$ cat src/rtl/mult_div_unit_if.sv
// Start/done bus between the datapath control FSM and the multiply/divide unit.
// The master issues operations; the slave returns the HI/LO pair and status pulses.
interface mult_div_unit_if #(
    parameter int WIDTH = 32
);
    logic             start;
    logic [1:0]       op;
    logic [WIDTH-1:0] a;
    logic [WIDTH-1:0] b;
    logic [WIDTH-1:0] hi;
    logic [WIDTH-1:0] lo;
    logic             busy;
    logic             done;
    logic             div_by_zero;

    modport master (
        output start, op, a, b,
        input  hi, lo, busy, done, div_by_zero
    );

    modport slave (
        input  start, op, a, b,
        output hi, lo, busy, done, div_by_zero
    );
endinterface

$ cat src/rtl/mult_div_unit.sv
// Multicycle signed/unsigned multiply and divide producing a HI/LO pair.
// Works on magnitudes, one bit per cycle, and fixes the signs in the FINISH cycle.
module mult_div_unit #(
    parameter int WIDTH = 32
) (
    input  logic           clock_i,
    input  logic           reset_ni,
    mult_div_unit_if.slave bus
);
    localparam int CW = $clog2(WIDTH + 1);

    typedef enum logic [1:0] {S_IDLE, S_MUL, S_DIV, S_FINISH} state_t;

    state_t               state_q;
    logic [2*WIDTH-1:0]   acc_q;
    logic [WIDTH-1:0]     rem_q;
    logic [WIDTH-1:0]     opa_q;
    logic [WIDTH-1:0]     opb_q;
    logic [WIDTH-1:0]     hi_q;
    logic [WIDTH-1:0]     lo_q;
    logic [CW-1:0]        cnt_q;
    logic                 is_div_q;
    logic                 neg_res_q;
    logic                 neg_rem_q;
    logic                 dbz_flag_q;
    logic                 busy_q;
    logic                 done_q;
    logic                 dbz_q;

    logic                 signed_d;
    logic                 a_neg_d;
    logic                 b_neg_d;
    logic [WIDTH-1:0]     a_abs_d;
    logic [WIDTH-1:0]     b_abs_d;
    logic [WIDTH:0]       mul_sum_d;
    logic [WIDTH:0]       div_shift_d;
    logic [WIDTH:0]       div_diff_d;
    logic                 div_ge_d;
    logic [CW-1:0]        cnt_d;
    logic [2*WIDTH-1:0]   prod_d;
    logic [WIDTH-1:0]     quot_d;
    logic [WIDTH-1:0]     rem_d;

    always_comb begin
        signed_d    = ~bus.op[0];
        a_neg_d     = signed_d & bus.a[WIDTH-1];
        b_neg_d     = signed_d & bus.b[WIDTH-1];
        a_abs_d     = a_neg_d ? -bus.a : bus.a;
        b_abs_d     = b_neg_d ? -bus.b : bus.b;
        mul_sum_d   = {1'b0, acc_q[2*WIDTH-1:WIDTH]} + (acc_q[0] ? {1'b0, opa_q} : '0);
        div_shift_d = {rem_q, acc_q[WIDTH-1]};
        div_diff_d  = div_shift_d - {1'b0, opb_q};
        // Partial remainder is always below 2*divisor, so the MSB is a clean borrow.
        div_ge_d    = ~div_diff_d[WIDTH];
        cnt_d       = cnt_q - 1'b1;
        prod_d      = neg_res_q ? -acc_q : acc_q;
        quot_d      = neg_res_q ? -acc_q[WIDTH-1:0] : acc_q[WIDTH-1:0];
        rem_d       = neg_rem_q ? -rem_q : rem_q;
    end

    always_ff @(posedge clock_i) begin
        if (!reset_ni) begin
            state_q    <= S_IDLE;
            acc_q      <= '0;
            rem_q      <= '0;
            opa_q      <= '0;
            opb_q      <= '0;
            hi_q       <= '0;
            lo_q       <= '0;
            cnt_q      <= '0;
            is_div_q   <= 1'b0;
            neg_res_q  <= 1'b0;
            neg_rem_q  <= 1'b0;
            dbz_flag_q <= 1'b0;
            busy_q     <= 1'b0;
            done_q     <= 1'b0;
            dbz_q      <= 1'b0;
        end else begin
            done_q <= 1'b0;
            dbz_q  <= 1'b0;
            case (state_q)
                S_IDLE: begin
                    if (bus.start) begin
                        busy_q    <= 1'b1;
                        is_div_q  <= bus.op[1];
                        opa_q     <= a_abs_d;
                        opb_q     <= b_abs_d;
                        rem_q     <= '0;
                        cnt_q     <= CW'(WIDTH);
                        neg_res_q <= a_neg_d ^ b_neg_d;
                        neg_rem_q <= a_neg_d;
                        if (bus.op[1]) begin
                            acc_q <= {{WIDTH{1'b0}}, a_abs_d};
                            if (bus.b == '0) begin
                                dbz_flag_q <= 1'b1;
                                state_q    <= S_FINISH;
                            end else begin
                                state_q <= S_DIV;
                            end
                        end else begin
                            acc_q   <= {{WIDTH{1'b0}}, b_abs_d};
                            state_q <= S_MUL;
                        end
                    end
                end
                S_MUL: begin
                    acc_q <= {mul_sum_d, acc_q[WIDTH-1:1]};
                    cnt_q <= cnt_d;
                    if (cnt_d == '0) state_q <= S_FINISH;
                end
                S_DIV: begin
                    rem_q              <= div_ge_d ? div_diff_d[WIDTH-1:0] : div_shift_d[WIDTH-1:0];
                    acc_q[WIDTH-1:0]   <= {acc_q[WIDTH-2:0], div_ge_d};
                    cnt_q              <= cnt_d;
                    if (cnt_d == '0) state_q <= S_FINISH;
                end
                S_FINISH: begin
                    if (!dbz_flag_q) begin
                        if (is_div_q) begin
                            hi_q <= rem_d;
                            lo_q <= quot_d;
                        end else begin
                            hi_q <= prod_d[2*WIDTH-1:WIDTH];
                            lo_q <= prod_d[WIDTH-1:0];
                        end
                    end
                    busy_q     <= 1'b0;
                    done_q     <= 1'b1;
                    dbz_q      <= dbz_flag_q;
                    dbz_flag_q <= 1'b0;
                    state_q    <= S_IDLE;
                end
                default: state_q <= S_IDLE;
            endcase
        end
    end

    assign bus.hi          = hi_q;
    assign bus.lo          = lo_q;
    assign bus.busy        = busy_q;
    assign bus.done        = done_q;
    assign bus.div_by_zero = dbz_q;
endmodule
$ cat src/flat_wrapper.sv
// flat-port wrapper written by rule: the top's interface ports become plain ports
module mult_div_unit_flat 
#(
    parameter int WIDTH = 32
)
  (clock_i, reset_ni, bus_start, bus_op, bus_a, bus_b, bus_hi, bus_lo, bus_busy, bus_done, bus_div_by_zero);
  mult_div_unit_if #(.WIDTH(WIDTH)) bus_i ();
  input  logic clock_i;
  input  logic reset_ni;
  input wire logic [$bits(bus_i.start)-1:0] bus_start;
  input wire logic [$bits(bus_i.op)-1:0] bus_op;
  input wire logic [$bits(bus_i.a)-1:0] bus_a;
  input wire logic [$bits(bus_i.b)-1:0] bus_b;
  output wire logic [$bits(bus_i.hi)-1:0] bus_hi;
  output wire logic [$bits(bus_i.lo)-1:0] bus_lo;
  output wire logic [$bits(bus_i.busy)-1:0] bus_busy;
  output wire logic [$bits(bus_i.done)-1:0] bus_done;
  output wire logic [$bits(bus_i.div_by_zero)-1:0] bus_div_by_zero;
  assign bus_i.start = bus_start;
  assign bus_i.op = bus_op;
  assign bus_i.a = bus_a;
  assign bus_i.b = bus_b;
  assign bus_hi = bus_i.hi;
  assign bus_lo = bus_i.lo;
  assign bus_busy = bus_i.busy;
  assign bus_done = bus_i.done;
  assign bus_div_by_zero = bus_i.div_by_zero;
  mult_div_unit #(.WIDTH(WIDTH)) u_core (.clock_i(clock_i), .reset_ni(reset_ni), .bus(bus_i));
endmodule
$ cat config.mk
export PLATFORM = sky130hd
export DESIGN_NAME = mult_div_unit_flat
export DESIGN_NICKNAME = d
export VERILOG_FILES = /design/src/rtl/mult_div_unit_if.sv /design/src/rtl/mult_div_unit.sv /design/src/flat_wrapper.sv
export SDC_FILE = /design/constraint.sdc
export NUM_CORES = 1
export LEC_CHECK = 0
export CAP_MARGIN = 20
export CORE_ASPECT_RATIO = 1.2
export CORE_MARGIN = 2
export CORE_UTILIZATION = 55
export DETAILED_ROUTE_END_ITERATION = 7
export GPL_TIMING_DRIVEN = 0
export PLACE_DENSITY = 0.76
export SYNTH_ARGS = -nofsm -noshare
export SYNTH_HDL_FRONTEND = slang
export SYNTH_SLANG_ARGS = --single-unit
$ cat constraint.sdc
create_clock -name clock_i -period 4.68 [get_ports clock_i]
set_clock_uncertainty 0.2 [all_clocks]
set_input_delay 0.468 -clock clock_i [delete_from_list [all_inputs] [get_ports clock_i]]
set_output_delay 0.468 -clock clock_i [all_outputs]
set_load 0.02 [all_outputs]
==> results of run 1 <==
synthesized netlist by cell type, types with 19 or more instances:
master    count  area share
xnor2_1      96       0.051
a22oi_1      38       0.017
mux2i_1      42       0.026
nand3_1      47       0.014
xor2_1       91       0.048
o31ai_1      37       0.017
nand2b_1     27       0.010
inv_1        70       0.016
ha_1         74       0.056
and2_1       43       0.016
or4_1        19      0.0087
a31oi_1      25      0.0095
clkbuf_1    124       0.028
nor2_1      213       0.049
nand2_1     213       0.049
dfxtp_1     239        0.29
nor3_1       48       0.015
o21ai_0     187       0.057
a21oi_1     144       0.044
a21o_1       25       0.011
a211oi_1     98       0.045
state kept, by name (all words and copies together) (netlist names):
signal	count
u_core.bus.div_by_zero	1
u_core.cnt_q	6
u_core.bus.done	1
u_core.neg_res_q	1
u_core.neg_rem_q	1
u_core.rem_q	32
u_core.bus.busy	1
u_core.dbz_flag_q	1
u_core.acc_q	64
u_core.state_q	2
u_core.bus.lo	32
u_core.is_div_q	1
u_core.bus.hi	32
u_core.opa_q	32
u_core.opb_q	32
routing by layer:
metal  wire length (um)  up-vias  part of all wire  track usage
met1              24800     8252              0.40        0.480
met3               4950      245             0.079       0.0643
li1                   -     8103                 -            -
met5                  0        -                 0            0
met2              27900      940              0.45        0.618
met4               4820        0             0.077        0.258
metrics by stage:
step	hold WS [ns]	std cells	setup slack, ns	area, um2
2_1_floorplan	0.232	2151	1.43	16500
3_3_place_gp	0.244	2674	0.506	18300
3_5_place_dp	0.242	2674	0.513	18300
4_1_cts	0.250	2723	0.448	19300
5_1_grt	0.292	2724	0.0926	19300
6_report	0.254	2724	0.389	19300
tightest hold or removal path: stages, from the launching register on:
cell and delay [ns]:
dfxtp_1 0.32, nand2_1 0.05, nand2_1 0.04
report_power, final:
part / total (uW) / switching [uW] / internal (uW)
clock: 2510 / 985 / 1530
sequential: 2780 / 373 / 2410
combinational: 3780 / 2500 / 1270
area by class of cell:
class,count,area [um2],share of cell area
repair buffers,133,1330,0.0690
well taps,390,488,0.0253
clock buffers,29,693,0.0359
plain buffers,141,567,0.0294
multi-input cells,1700,10800,0.561
clock inverters,20,338,0.0175
diodes,1,2.50,0.000130
flip-flops and latches,239,4780,0.248
inverters,71,267,0.0138
placed cells by master (no fill, tap or decap), types with 9 or more instances in the layout:
master / n
dfxtp_1: 239
nand2_1: 213
nor2_1: 213
o21ai_0: 187
a21oi_1: 144
clkdlybuf4s50_1: 133
clkbuf_1: 125
a211oi_1: 98
xnor2_1: 96
xor2_1: 91
ha_1: 74
inv_1: 70
nor3_1: 48
nand3_1: 47
and2_1: 43
mux2i_1: 42
a22oi_1: 38
o31ai_1: 37
nand2b_1: 27
clkbuf_16: 27
a31oi_1: 25
a21o_1: 25
or4_1: 19
or3_1: 17
nor4_1: 17
o41ai_1: 16
o211ai_1: 15
nand4_1: 14
a221o_1: 13
nor2b_1: 11
a22o_1: 9
logic make-up (layout without fill, tap and decap cells):
group / count (synthesis) / in the layout
mux: 44 / 44
flops: 239 / 239
other cells: 0 / 1
xor+xnor: 187 / 187
compound gates: 679 / 679
simple gates: 714 / 714
buf+inv: 212 / 394
fa+ha+maj: 76 / 76
final timing paths:
kind | startpoint | endpoint | slack, ns | cells past startpoint
worst max-delay path | u_core.acc_q[31]$_SDFFE_PN0P_ | u_core.rem_q[30]$_SDFFE_PN0P_ | 0.39 | 13
worst min-delay path | u_core.bus.hi[14]$_SDFFE_PN0P_ | u_core.bus.hi[14]$_SDFFE_PN0P_ | 0.25 | 2
worst max register to register | u_core.acc_q[31]$_SDFFE_PN0P_ | u_core.rem_q[30]$_SDFFE_PN0P_ | 0.39 | 13
worst min register to register | u_core.bus.hi[14]$_SDFFE_PN0P_ | u_core.bus.hi[14]$_SDFFE_PN0P_ | 0.25 | 2
==> metrics.yaml, run 1 <==
run_status:
  status: "finished clean"
timing:
  hold_viol_final: 0
  finalCritPeriodShare: 0.917
  slew_violations: 0
  slew_headroom: 0.209
  worstMarginPinSlew_ns: 1.19
  grt_setup_unrepaired: "false"
  timing.fmax_ghz: 0.233
  final.min_clock_period_ns: 4.29
  setup_viol: 0
  fin_setup_tns_ns: 0
clocking:
  ctsResizeCount: 0
  cts.sinks: 239
  cts_buffers: 27
  cts_max_level: 1
  insertion_delay_ns: 0.59
  tritoncts: "done"
  clock_path_buffers: 3
  root_buffer: "clkbuf_16"
  cts_hold_repair.buffers: 0
  cts_setup_buffers: 0
  clkTransAtPathRegs_ns: 0.07
synth:
  synth_compound_area_frac: 0.267
  avgSynthCellArea_um2: 7.65
  yosysWarnings: 0
  yosysUniqueCellTypes: 80
  synth_top_family_by_area: "compound AO/OA/AOI/OAI gates"
  synthFlopType: "dfxtp_1"
  synthSimpleGateAreaFrac: 0.207
  synth_adder_area_share: 0.0587
  synth-xor-area-share: 0.0996
  ys_ff_latch: 239
  synth_area_um2: 16500
  ys_seq_area_frac: 0.291
  synthArstFlopShare: 0
  synth_edf_count: 0
  syn_inst: 2151
  synth_mux_area_frac: 0.0269
  mappedNetlistNets: 2296
detailed_routing:
  drt_iter0_drc: 1812
  vias_per_cell: 6.44
  drtPass1Iterations: 6
  wl_per_cell_um: 22.9
  vias: 17540
  drc: 0
  antenna_left: 0
  wirelength_um: 62500
setup_path:
  crit_type: "register to register"
  cp.required_ns: 4.92
  crit_buf_inv: 2
  critPathMaxStageDelay_ns: 0.62
  start_kind: "register"
  crit_family: "compound AO/OA/AOI/OAI gates"
  crit_slowest_cell: "xnor2_1"
  endpoint_kind: "register"
  crit_arrival_ns: 4.53
  cp_cell_sequence: "inv_1, ha_1, fa_1, nand2b_1, a21o_1, a211oi_1, o2111ai_1, nand3_1, nand2_1, xnor2_1, clkbuf_1, mux2i_1, o21ai_0"
  crit_path_max_fanout: 10
grt:
  grt_remaining_overflow: 0
  grt_pass1_wl_um: 95000
  grt_pass1_vias: 16513
  antenna_found_initial: 2
  grtUsageTotal: 0.388
  grt_max_degree: 15
place:
  io_buffers: 133
  hpwl_um: 49300
  place.gp.congestion: 1.11
min_path:
  hold_class: "register to register"
cells_and_area:
  post-route-util: 0.654
  layout-drive-gt1-share: 0.0356
  fillCellCount: 2591
  area_growth_pct: 17.3
  nNetsFinal: 2458
floorplan:
  die_x_um: 162
  die_height_um: 193
  rows: 69
  core-area_um2: 29500
  die_area_um2: 31300
  initial_core_util: 0.557
  io-pin-count: 136
power_and_ir_drop:
  p_per_area_nw_per_um2: 470
  p_leak_uw: 0.00723
  finalPower_uw: 9070
  ir_drop_uv: 361
flow_run:
  drv_cap: 0
No activity file was read; power rests on OpenSTA's default activity.
==> inputs of run 2 (changes only) <==
CORE_UTILIZATION = 50   (was 55)
PLACE_DENSITY = 0.7   (was 0.76)
SKIP_LAST_GASP = 1   (was default)
==> run 2 against run 1 <==
  * Combinational power about the same
  * Hold slack worse by 0.0086 ns
  * Via count down 2.0%
  * Largest cell class unchanged
  * Critical path type unchanged
  * Die area up 9.8%
  * Wire length down 0.58%
  * Cell count up 0.51%
  * Maximum frequency up 1.9%
  * Core utilization down 6.2 points
  * Non-clock buffer count unchanged
  * Highest routed layer unchanged
  * Cell area down 0.84%
==> metrics.yaml, run 2 (synthesis gave the netlist of run 1 again) <==
setup_path:
  cp.required_ns: 4.92
  critPathMaxStageDelay_ns: 0.63
  cp_cell_sequence: "inv_1, ha_1, fa_1, nand2b_1, a21o_1, a211oi_1, o2111ai_1, nand3_1, nand2_1, xnor2_1, clkbuf_1, mux2i_1, o21ai_0"
  crit_type: "register to register"
  crit_path_max_fanout: 10
  crit_buf_inv: 2
  crit_slowest_cell: "xnor2_1"
  crit_family: "compound AO/OA/AOI/OAI gates"
  start_kind: "register"
  endpoint_kind: "register"
  crit_arrival_ns: 4.45
floorplan:
  die_area_um2: 34400
  rows: 72
  io-pin-count: 136
  die_x_um: 170
  die_height_um: 203
  core-area_um2: 32300
  initial_core_util: 0.509
grt:
  grt_remaining_overflow: 0
  antenna_found_initial: 0
  grt_pass1_wl_um: 93500
  grt_max_degree: 13
  grtUsageTotal: 0.352
  grt_pass1_vias: 16013
cells_and_area:
  area_growth_pct: 16.4
  final_cell_mix: "dfxtp_1 (239), nand2_1 (213), nor2_1 (213)"
  nNetsFinal: 2458
  layout-drive-gt1-share: 0.0322
  largest_reg_flops: 64
  fillCellCount: 2995
  regMostFlops: "u_core.acc_q"
  diodes: 0
  final_common_cell: "dfxtp_1"
  post-route-util: 0.592
place:
  place.gp.congestion: 1.06
  hpwl_um: 49200
  io_buffers: 133
clocking:
  tritoncts: "done"
  cts_buffers: 27
  clkTransAtPathRegs_ns: 0.06
  root_buffer: "clkbuf_16"
  cts_hold_repair.buffers: 0
  insertion_delay_ns: 0.57
  clock_path_buffers: 3
  cts_max_level: 1
  cts.sinks: 239
detailed_routing:
  antenna_left: 0
  drtPass1Iterations: 5
  wl_per_cell_um: 22.7
  vias_per_cell: 6.28
  drc: 0
  wirelength_um: 62200
  vias: 17195
  drt_iter0_drc: 1786
timing:
  grt_setup_unrepaired: "false"
  worstMarginPinSlew_ns: 1.11
  slew_headroom: 0.261
  hold_viol_final: 0
  slew_violations: 0
  setup_viol: 0
  fin_setup_tns_ns: 0
  finalCritPeriodShare: 0.900
  final.min_clock_period_ns: 4.21
  timing.fmax_ghz: 0.237
power_and_ir_drop:
  p_per_area_nw_per_um2: 454
  ir_drop_uv: 372
  p_leak_uw: 0.00715
run_status:
  status: "finished clean"
min_path:
  hold_class: "register to register"
flow_run:
  drv_cap: 0
## run 2: cell types whose count changed in the layout (fill, tap and decap cells not counted)
cell	before	now
clkbuf_1	125	131
clkinvlp_4	3	1
inv_16	1	0
clkbuf_8	3	5
bufinv_16	8	2
clkinv_4	3	0
clkinv_2	4	5
diode_2	1	0
clkbuf_2	0	1
## run 2: layout make-up
type,instances,area (um2),share of cell area
repair buffers,133,1330,0.0696
multi-input cells,1700,10800,0.566
plain buffers,141,568,0.0297
well taps,407,509,0.0266
inverters,71,267,0.0139
clock inverters,9,101,0.00529
flip-flops and latches,239,4780,0.250
clock buffers,38,747,0.0390
## run 2: final timing paths
check,start,depth (start not counted),endpoint,slack [ns]
setup / recovery,u_core.acc_q[31]$_SDFFE_PN0P_,13,u_core.rem_q[30]$_SDFFE_PN0P_,0.47
hold / removal,u_core.bus.hi[14]$_SDFFE_PN0P_,2,u_core.bus.hi[14]$_SDFFE_PN0P_,0.24
setup reg to reg,u_core.acc_q[31]$_SDFFE_PN0P_,13,u_core.rem_q[30]$_SDFFE_PN0P_,0.47
hold reg to reg,u_core.bus.hi[14]$_SDFFE_PN0P_,2,u_core.bus.hi[14]$_SDFFE_PN0P_,0.24
## run 2: stage by stage
| stage | setup WS [ns] | hold slack (ns) | power, uW | instance area [um2] | std cells |
|---|---|---|---|---|---|
| floorplan | 1.43 | 0.232 | 5190 | 16500 | 2151 |
| global placement | 0.541 | 0.241 | 6400 | 18300 | 2691 |
| detailed placement | 0.463 | 0.237 | 6470 | 18300 | 2691 |
| CTS | 0.412 | 0.245 | 8600 | 19100 | 2738 |
| global route | 0.140 | 0.270 | 9130 | 19100 | 2738 |
| finish | 0.469 | 0.245 | 8680 | 19100 | 2738 |
## run 2: per-layer routing
layer | wire, um | vias up | GRT usage
met5 | 0 | - | 0
met4 | 4160 | 0 | 0.209
met3 | 4230 | 188 | 0.0441
met2 | 28100 | 760 | 0.576
met1 | 25700 | 8126 | 0.443
li1 | - | 8121 | -
## run 2: what timing repair did
item | 4_1_cts | 5_1_grt
buffers inserted | 0 | 0
gates resized for setup | 0 | 2
endpoints found under the setup margin | 0 | 1
## run 2: worst reg2reg max path, cell delays in order, from the launching register on
cell and delay [ns]:
dfxtp_1 0.43, inv_1 0.12, ha_1 0.22, fa_1 0.39, nand2b_1 0.19, a21o_1 0.21, a211oi_1 0.31, o2111ai_1 0.20
nand3_1 0.12, nand2_1 0.11, xnor2_1 0.63, clkbuf_1 0.59, mux2i_1 0.27, o21ai_0 0.09
## run 2: power by group
group	leakage [uW]	internal, uW	switching (uW)
logic	0.00478	1280	2510
clock network	0.000416	1220	913
registers	0.00195	2410	356
